==> config.mk <==
export PLATFORM = sky130hd
export DESIGN_NAME = mult_seq_f32
export DESIGN_NICKNAME = d
export VERILOG_FILES = /design/src/rtl/f32_pkg.sv /design/src/rtl/f32_round_pack.sv /design/src/rtl/mult_seq_f32.sv
export SDC_FILE = /design/constraint.sdc
export NUM_CORES = 1
export LEC_CHECK = 0
export CORE_AREA = 2 2 127 129
export DETAILED_ROUTE_END_ITERATION = 10
export DIE_AREA = 0 0 129 131
export DONT_BUFFER_PORTS = 1
export MAX_ROUTING_LAYER = met4
export PLACE_DENSITY = 0.77
export SYNTH_ARGS = -nofsm -noshare
export SYNTH_HDL_FRONTEND = slang
export SYNTH_SLANG_ARGS = --single-unit
export TNS_END_PERCENT = 10
==> constraint.sdc <==
create_clock -name clk -period 6.2 [get_ports clk]
set_input_delay 0.93 -clock clk [delete_from_list [all_inputs] [get_ports clk]]
set_output_delay 0.93 -clock clk [all_outputs]
set_load 0.005 [all_outputs]
==> src/rtl/f32_pkg.sv <==
// Shared single-precision float constants, field widths and state encodings
// for the sequential multiply and divide/reciprocal datapaths.
package f32_pkg;

  localparam int F32_WIDTH = 32;
  localparam int F32_EXPW  = 8;
  localparam int F32_MANW  = 23;
  localparam int F32_SIGW  = F32_MANW + 1;
  localparam int F32_PRODW = 2 * F32_SIGW;
  localparam int F32_EW    = 10;

  localparam logic signed [F32_EW-1:0] F32_BIAS    = 10'sd127;
  localparam logic signed [F32_EW-1:0] F32_EXP_MAX = 10'sd255;

  localparam logic [F32_WIDTH-1:0] F32_ONE  = 32'h3f80_0000;
  localparam logic [F32_WIDTH-1:0] F32_INF  = 32'h7f80_0000;
  localparam logic [F32_WIDTH-1:0] F32_QNAN = 32'h7fc0_0000;

  typedef enum logic [1:0] {
    ST_IDLE = 2'd0,
    ST_MUL  = 2'd1,
    ST_NORM = 2'd2,
    ST_DONE = 2'd3
  } mul_state_t;

  typedef enum logic [1:0] {
    CLS_NORMAL = 2'd0,
    CLS_ZERO   = 2'd1,
    CLS_INF    = 2'd2,
    CLS_NAN    = 2'd3
  } f32_class_t;

  // Denormals fold into CLS_ZERO since they are flushed on input.
  function automatic f32_class_t f32_classify(input logic [F32_WIDTH-1:0] x);
    f32_class_t cls;
    if (x[F32_WIDTH-2 -: F32_EXPW] == '1) begin
      cls = (x[F32_MANW-1:0] != '0) ? CLS_NAN : CLS_INF;
    end else if (x[F32_WIDTH-2 -: F32_EXPW] == '0) begin
      cls = CLS_ZERO;
    end else begin
      cls = CLS_NORMAL;
    end
    return cls;
  endfunction

endpackage

==> src/rtl/f32_round_pack.sv <==
// Combinational normalize / round-to-nearest-even / pack of a 48-bit
// significand product with a signed 10-bit biased exponent.
module f32_round_pack
  import f32_pkg::*;
(
  input  logic                     sign,
  input  logic signed [F32_EW-1:0] exp_in,
  input  logic [F32_PRODW-1:0]     prod,
  input  f32_class_t               cls,
  output logic [F32_WIDTH-1:0]     result,
  output logic                     ovf,
  output logic                     unf,
  output logic                     inv
);

  logic [F32_SIGW-1:0]     sig;
  logic                    guard_bit;
  logic                    sticky_bit;
  logic                    round_up;
  logic [F32_SIGW:0]       sig_rnd;
  logic [F32_MANW-1:0]     frac;
  logic signed [F32_EW-1:0] e_norm;
  logic signed [F32_EW-1:0] e_rnd;

  always_comb begin
    sig        = '0;
    guard_bit  = 1'b0;
    sticky_bit = 1'b0;
    e_norm     = exp_in;
    if (prod[F32_PRODW-1]) begin
      sig        = prod[F32_PRODW-1 -: F32_SIGW];
      guard_bit  = prod[F32_PRODW-F32_SIGW-1];
      sticky_bit = |prod[F32_PRODW-F32_SIGW-2:0];
      e_norm     = exp_in + 10'sd1;
    end else begin
      sig        = prod[F32_PRODW-2 -: F32_SIGW];
      guard_bit  = prod[F32_PRODW-F32_SIGW-2];
      sticky_bit = |prod[F32_PRODW-F32_SIGW-3:0];
    end

    round_up = guard_bit & (sticky_bit | sig[0]);
    sig_rnd  = {1'b0, sig} + {{F32_SIGW{1'b0}}, round_up};

    // Rounding can only carry out to exactly 2.0, leaving a zero fraction.
    if (sig_rnd[F32_SIGW]) begin
      e_rnd = e_norm + 10'sd1;
      frac  = sig_rnd[F32_SIGW-1:1];
    end else begin
      e_rnd = e_norm;
      frac  = sig_rnd[F32_MANW-1:0];
    end
  end

  always_comb begin
    result = '0;
    ovf    = 1'b0;
    unf    = 1'b0;
    inv    = 1'b0;
    case (cls)
      CLS_NAN: begin
        result = F32_QNAN;
        inv    = 1'b1;
      end
      CLS_INF:  result = {sign, F32_INF[F32_WIDTH-2:0]};
      CLS_ZERO: result = {sign, {(F32_WIDTH-1){1'b0}}};
      default: begin
        if (e_rnd >= F32_EXP_MAX) begin
          result = {sign, F32_INF[F32_WIDTH-2:0]};
          ovf    = 1'b1;
        end else if (e_rnd <= 10'sd0) begin
          result = {sign, {(F32_WIDTH-1){1'b0}}};
          unf    = 1'b1;
        end else begin
          result = {sign, e_rnd[F32_EXPW-1:0], frac};
        end
      end
    endcase
  end

endmodule

==> src/rtl/mult_seq_f32.sv <==
// Sequential single-precision multiplier, radix-2 shift-add, fixed 26-cycle latency.
// Define MULT_SEQ_F32_STATUS_EN to add the ovf/unf/inv status outputs.
module mult_seq_f32
  import f32_pkg::*;
#(
  parameter int WIDTH         = 32,
  parameter int EXPONENTWIDTH = 8,
  parameter int MANTISSAWIDTH = 23
) (
  input  logic             clk,
  input  logic             rst_n,
  input  logic             start,
  input  logic [WIDTH-1:0] a,
  input  logic [WIDTH-1:0] b,
  output logic             busy,
  output logic             rdy,
`ifdef MULT_SEQ_F32_STATUS_EN
  output logic             ovf,
  output logic             unf,
  output logic             inv,
`endif
  output logic [WIDTH-1:0] m
);

  localparam int SIGW  = MANTISSAWIDTH + 1;
  localparam int PRODW = 2 * SIGW;

  mul_state_t state_reg, state_next;

  logic [4:0]               cnt_reg;
  logic [SIGW-1:0]          mcand_reg;
  logic [PRODW-1:0]         prod_reg;
  logic [PRODW-1:0]         prod_next;
  logic [SIGW:0]            add_sum;
  logic                     sign_reg;
  logic signed [F32_EW-1:0] exp_reg;
  f32_class_t               cls_reg;
  logic [WIDTH-1:0]         m_reg;
  logic                     rdy_reg;
  logic                     accept;

  logic [WIDTH-1:0]         op     [2];
  f32_class_t               op_cls [2];
  logic [SIGW-1:0]          op_sig [2];
  logic [F32_EW-1:0]        op_exp [2];

  assign op[0] = a;
  assign op[1] = b;

  genvar gi;
  generate
    for (gi = 0; gi < 2; gi++) begin : g_op
      assign op_cls[gi] = f32_classify(op[gi]);
      assign op_sig[gi] = (op_cls[gi] == CLS_ZERO) ? '0 : {1'b1, op[gi][MANTISSAWIDTH-1:0]};
      assign op_exp[gi] = {{(F32_EW-EXPONENTWIDTH){1'b0}}, op[gi][WIDTH-2 -: EXPONENTWIDTH]};
    end
  endgenerate

  logic                     any_nan;
  logic                     any_inf;
  logic                     any_zero;
  f32_class_t               res_cls;
  logic signed [F32_EW-1:0] exp_sum;

  assign any_nan  = (op_cls[0] == CLS_NAN) || (op_cls[1] == CLS_NAN) ||
                    (op_cls[0] == CLS_INF && op_cls[1] == CLS_ZERO) ||
                    (op_cls[0] == CLS_ZERO && op_cls[1] == CLS_INF);
  assign any_inf  = (op_cls[0] == CLS_INF) || (op_cls[1] == CLS_INF);
  assign any_zero = (op_cls[0] == CLS_ZERO) || (op_cls[1] == CLS_ZERO);
  assign res_cls  = any_nan  ? CLS_NAN  :
                    any_inf  ? CLS_INF  :
                    any_zero ? CLS_ZERO : CLS_NORMAL;
  assign exp_sum  = $signed(op_exp[0]) + $signed(op_exp[1]) - F32_BIAS;

  assign accept = (state_reg == ST_IDLE) && start;
  assign busy   = (state_reg != ST_IDLE);
  assign rdy    = rdy_reg;
  assign m      = m_reg;

  // Right-shifting accumulator: upper half gathers partial sums while the
  // multiplier bits drain out of the lower half, LSB first.
  assign add_sum   = {1'b0, prod_reg[PRODW-1:SIGW]} + (prod_reg[0] ? {1'b0, mcand_reg} : '0);
  assign prod_next = {add_sum, prod_reg[SIGW-1:1]};

  always_ff @(posedge clk or negedge rst_n) begin
    if (!rst_n) begin
      state_reg <= ST_IDLE;
    end else begin
      state_reg <= state_next;
    end
  end

  always_comb begin
    state_next = state_reg;
    case (state_reg)
      ST_IDLE: if (start) state_next = ST_MUL;
      ST_MUL:  if (cnt_reg == 5'(SIGW - 1)) state_next = ST_NORM;
      ST_NORM: state_next = ST_DONE;
      ST_DONE: state_next = ST_IDLE;
      default: state_next = ST_IDLE;
    endcase
  end

  logic [F32_WIDTH-1:0] rp_result;
  logic                 rp_ovf;
  logic                 rp_unf;
  logic                 rp_inv;

  f32_round_pack u_round_pack (
    .sign   (sign_reg),
    .exp_in (exp_reg),
    .prod   (prod_reg),
    .cls    (cls_reg),
    .result (rp_result),
    .ovf    (rp_ovf),
    .unf    (rp_unf),
    .inv    (rp_inv)
  );

  always_ff @(posedge clk or negedge rst_n) begin
    if (!rst_n) begin
      cnt_reg   <= '0;
      mcand_reg <= '0;
      prod_reg  <= '0;
      sign_reg  <= 1'b0;
      exp_reg   <= '0;
      cls_reg   <= CLS_ZERO;
      m_reg     <= '0;
      rdy_reg   <= 1'b0;
    end else begin
      rdy_reg <= (state_reg == ST_NORM);
      if (accept) begin
        cnt_reg   <= '0;
        mcand_reg <= op_sig[0];
        prod_reg  <= {{SIGW{1'b0}}, op_sig[1]};
        sign_reg  <= op[0][WIDTH-1] ^ op[1][WIDTH-1];
        exp_reg   <= exp_sum;
        cls_reg   <= res_cls;
      end else if (state_reg == ST_MUL) begin
        cnt_reg  <= cnt_reg + 5'd1;
        prod_reg <= prod_next;
      end
      if (state_reg == ST_NORM) begin
        m_reg <= rp_result;
      end
    end
  end

`ifdef MULT_SEQ_F32_STATUS_EN
  logic ovf_reg, unf_reg, inv_reg;

  always_ff @(posedge clk or negedge rst_n) begin
    if (!rst_n) begin
      ovf_reg <= 1'b0;
      unf_reg <= 1'b0;
      inv_reg <= 1'b0;
    end else if (state_reg == ST_NORM) begin
      ovf_reg <= rp_ovf;
      unf_reg <= rp_unf;
      inv_reg <= rp_inv;
    end
  end

  assign ovf = ovf_reg;
  assign unf = unf_reg;
  assign inv = inv_reg;
`else
  logic status_unused;
  assign status_unused = rp_ovf ^ rp_unf ^ rp_inv;
`endif

endmodule

==> impl_results.md <==
* Max Clock Freq at ~250 MHz
* RSZ-0062 raised after global routing: no
* Starting Density at 0.585
* Worst path max stage delay at about 710 ps
* Final clock skew at 7.50 ps
* Reg-to-Reg Start: prod_reg[47]
* Synthesized netlist cell count at 1078
* First-pass DRT Iterations at 6
* Via count at between 7000 and 8000
* Crit-path cells: buf_4 -> nor2b_1 -> or2_2 -> ha_1 -> o211ai_1 -> a211oi_1 -> a21oi_1 -> xnor2_1 -> o41a_2 -> nand4b_4 -> o32ai_1
* GR Util All Layers at 0.272
* Final worst path period share at 0.657
* RR Endpoint: m[7]
* Initial antenna violation count at 0
* Fin cells at between 1000 and 1500
* CP Data Required Time at roughly 6500 ps
* Reg clk slew, reported paths at 60 ps
* Dpl cells at between 1000 and 1500
* Leak pwr at 4.00 nW
* Warnings, synthesis at 0
* Mapped Area at between 9000 and 10000 µm²
* Top cells by count, synth: nand2_1, dfrtp_1, nor2_1
* Vias in the first global route at 7240
* Root buffer cell: clkbuf_16
* Number of distinct library cells after synthesis at 75
* Setup TNS Final at 0 ps
* Die area at approximately 17000 µm²
* Max-cap violations at 0
* Final min period at between 4000 and 5000 ps
* Post-CTS Hold Fix Bufs at 0
* Cell Rows at 46
* Dpl hpwl at 15300 µm
* Worst-Skew Late Latency at approximately 420 ps
* Final WL at 21300 µm
* Area share of the largest cell type after synthesis at 0.340
* Least-Margin Pin Slew at between 900 and 1000 ps
* Min-delay worst type: in -> async
* Largest net degree at the start of global routing at ~130
* Input/output buffers at 0
* Post-CTS Setup Inserts at 0
* Crit. End Element: flop
* Mapped Nets at between 1000 and 1500
* Cts repair resizes at 0
* Area growth from synthesis to layout at 6.75%
* Syn avg cell area at 8.47 µm²
* Flip-flop count of the largest register after layout at 48
* Crit path launch type: flop
* CTS sink cnt at between 100 and 150
* DR WL/cell at around 17 µm
* Die Span X at around 130 µm
* Final setup viols at 0
* Post-synth EDFFs at 0
* Outcome: finished clean
* Routability congestion estimate at approximately 0.91
* Post-synth top area cell: dfrtp_1
* Top-count cell post-synth: nand2_1
* Critical path's slowest cell: dfrtp_2
* Num CTS Buffers at 17
* Async S/R FF share, synth at 1.00
* Die height at 131 µm
* First-pass GRT wire length at 35400 µm
* 1st-iter DRT viols at a little under 600
* Crit Path Class: reg -> reg
* Drt via density at just over 6
* I/O pins at ~100
* Ranking of synthesized cells by area: dfrtp_1, ha_1, nand2_1
* CP bufs+invs at 1
* FF-to-FF path depth at 11
* Largest fanout on the critical path at 33
* Longest Clk Path Bufs at 2
* N_diodes at 0
* VDD IR max at roughly 0.00024 V
* DRT antenna net count at 0
* Placement Setup Slack at ~2300 ps
* Power Dens Cells at ~480 nW/µm²
* Crit path DAT at between 4000 and 5000 ps
* Dominant synthesized flop cell: dfrtp_1
* Share of layout cells above drive strength 1 at 0.0655
* #FFs+latches synth at roughly 130
* Fin. Hold Viols at 0
* CTS tree: built
* Core area at between 15000 and 20000 µm²
* PnR worst setup slack at about 2100 ps
* R2R Setup Slk at roughly 2100 ps
* Drt drc at 0
* Pins Over Slew Limit at 0
* Max_slew headroom at 0.359
* Delay-heaviest family, CP: compound AO/OA/AOI/OAI gates
* H-tree Lvls at 4
* Seq/Total Area, Yosys at 0.343
* Final net count at roughly 1200
* Gr ovfl total at 0
## worst max path at each step
stage                             from    end  slack, ps  cells past startpoint
after CTS                 prod_reg[47]   m[7]       2210                     11
after global routing      prod_reg[47]   m[7]       1800                     11
final                     prod_reg[47]   m[7]       2130                     11
after detailed placement  prod_reg[47]   m[7]       2280                     11
after floorplan           prod_reg[47]  m[11]       1790                     19
after global placement    prod_reg[47]   m[3]       2420                     11
## cell usage in the layout (no fill, tap or decap), drive strengths merged, types with 15 or more instances in the layout
master / count
inv: 49
xnor2: 45
o21ai: 79
nor4: 16
xor2: 32
nor2b: 15
nor3: 15
o22ai: 37
dfrtp: 124
nand3: 26
clkbuf: 21
mux2i: 50
nand2: 149
a21oi: 55
and2: 29
a211oi: 15
ha: 47
nor2: 88
nand4: 17
## metal layers
layer	up-vias	track usage	part of all wire
met5	-	-	0
met2	222	0.414	0.45
met1	3679	0.375	0.48
met3	21	0.0460	0.055
met4	0	0.0799	0.011
li1	3757	-	-
## power by group
part,total (mW),switching [mW],internal [mW]
Combinational,2.09,1.19,0.895
Clock,0.961,0.362,0.598
Sequential,1.63,0.455,1.18
## logic make-up (layout without fill, tap and decap cells)
kind of cell | Yosys count | count (layout) | share of synthesized area
buf+inv | 113 | 89 | 0.0518
xor+xnor | 77 | 77 | 0.0747
mux | 55 | 55 | 0.0610
simple gates | 402 | 402 | 0.218
flops | 125 | 125 | 0.343
compound gates | 257 | 257 | 0.183
fa+ha+maj | 49 | 49 | 0.0688
## area by class of cell
class                           instances  area, µm²
Clock buffer                           21        450
Fill cell                            1370       5860
Timing Repair Buffer                    8       60.1
Sequential cell                       125       3130
Multi-Input combinational cell        840       5530
Tap cell                              216        270
Clock inverter                         11        119
Inverter                               49        184
## through the flow
| stage | utilization | area, µm² | hold WS [ps] | power [mW] |
|---|---|---|---|---|
| 5_1_grt | 0.625 | 9740 | 188 | 5.05 |
| 4_1_cts | 0.625 | 9740 | 188 | 4.68 |
| 3_3_place_gp | 0.588 | 9170 | 455 | 3.62 |
| 3_5_place_dp | 0.588 | 9170 | 462 | 3.70 |
| 6_report | 0.625 | 9740 | 208 | 4.68 |
| 2_1_floorplan | - | 9130 | 442 | 3.25 |
No activity file was read; power rests on OpenSTA's default activity.
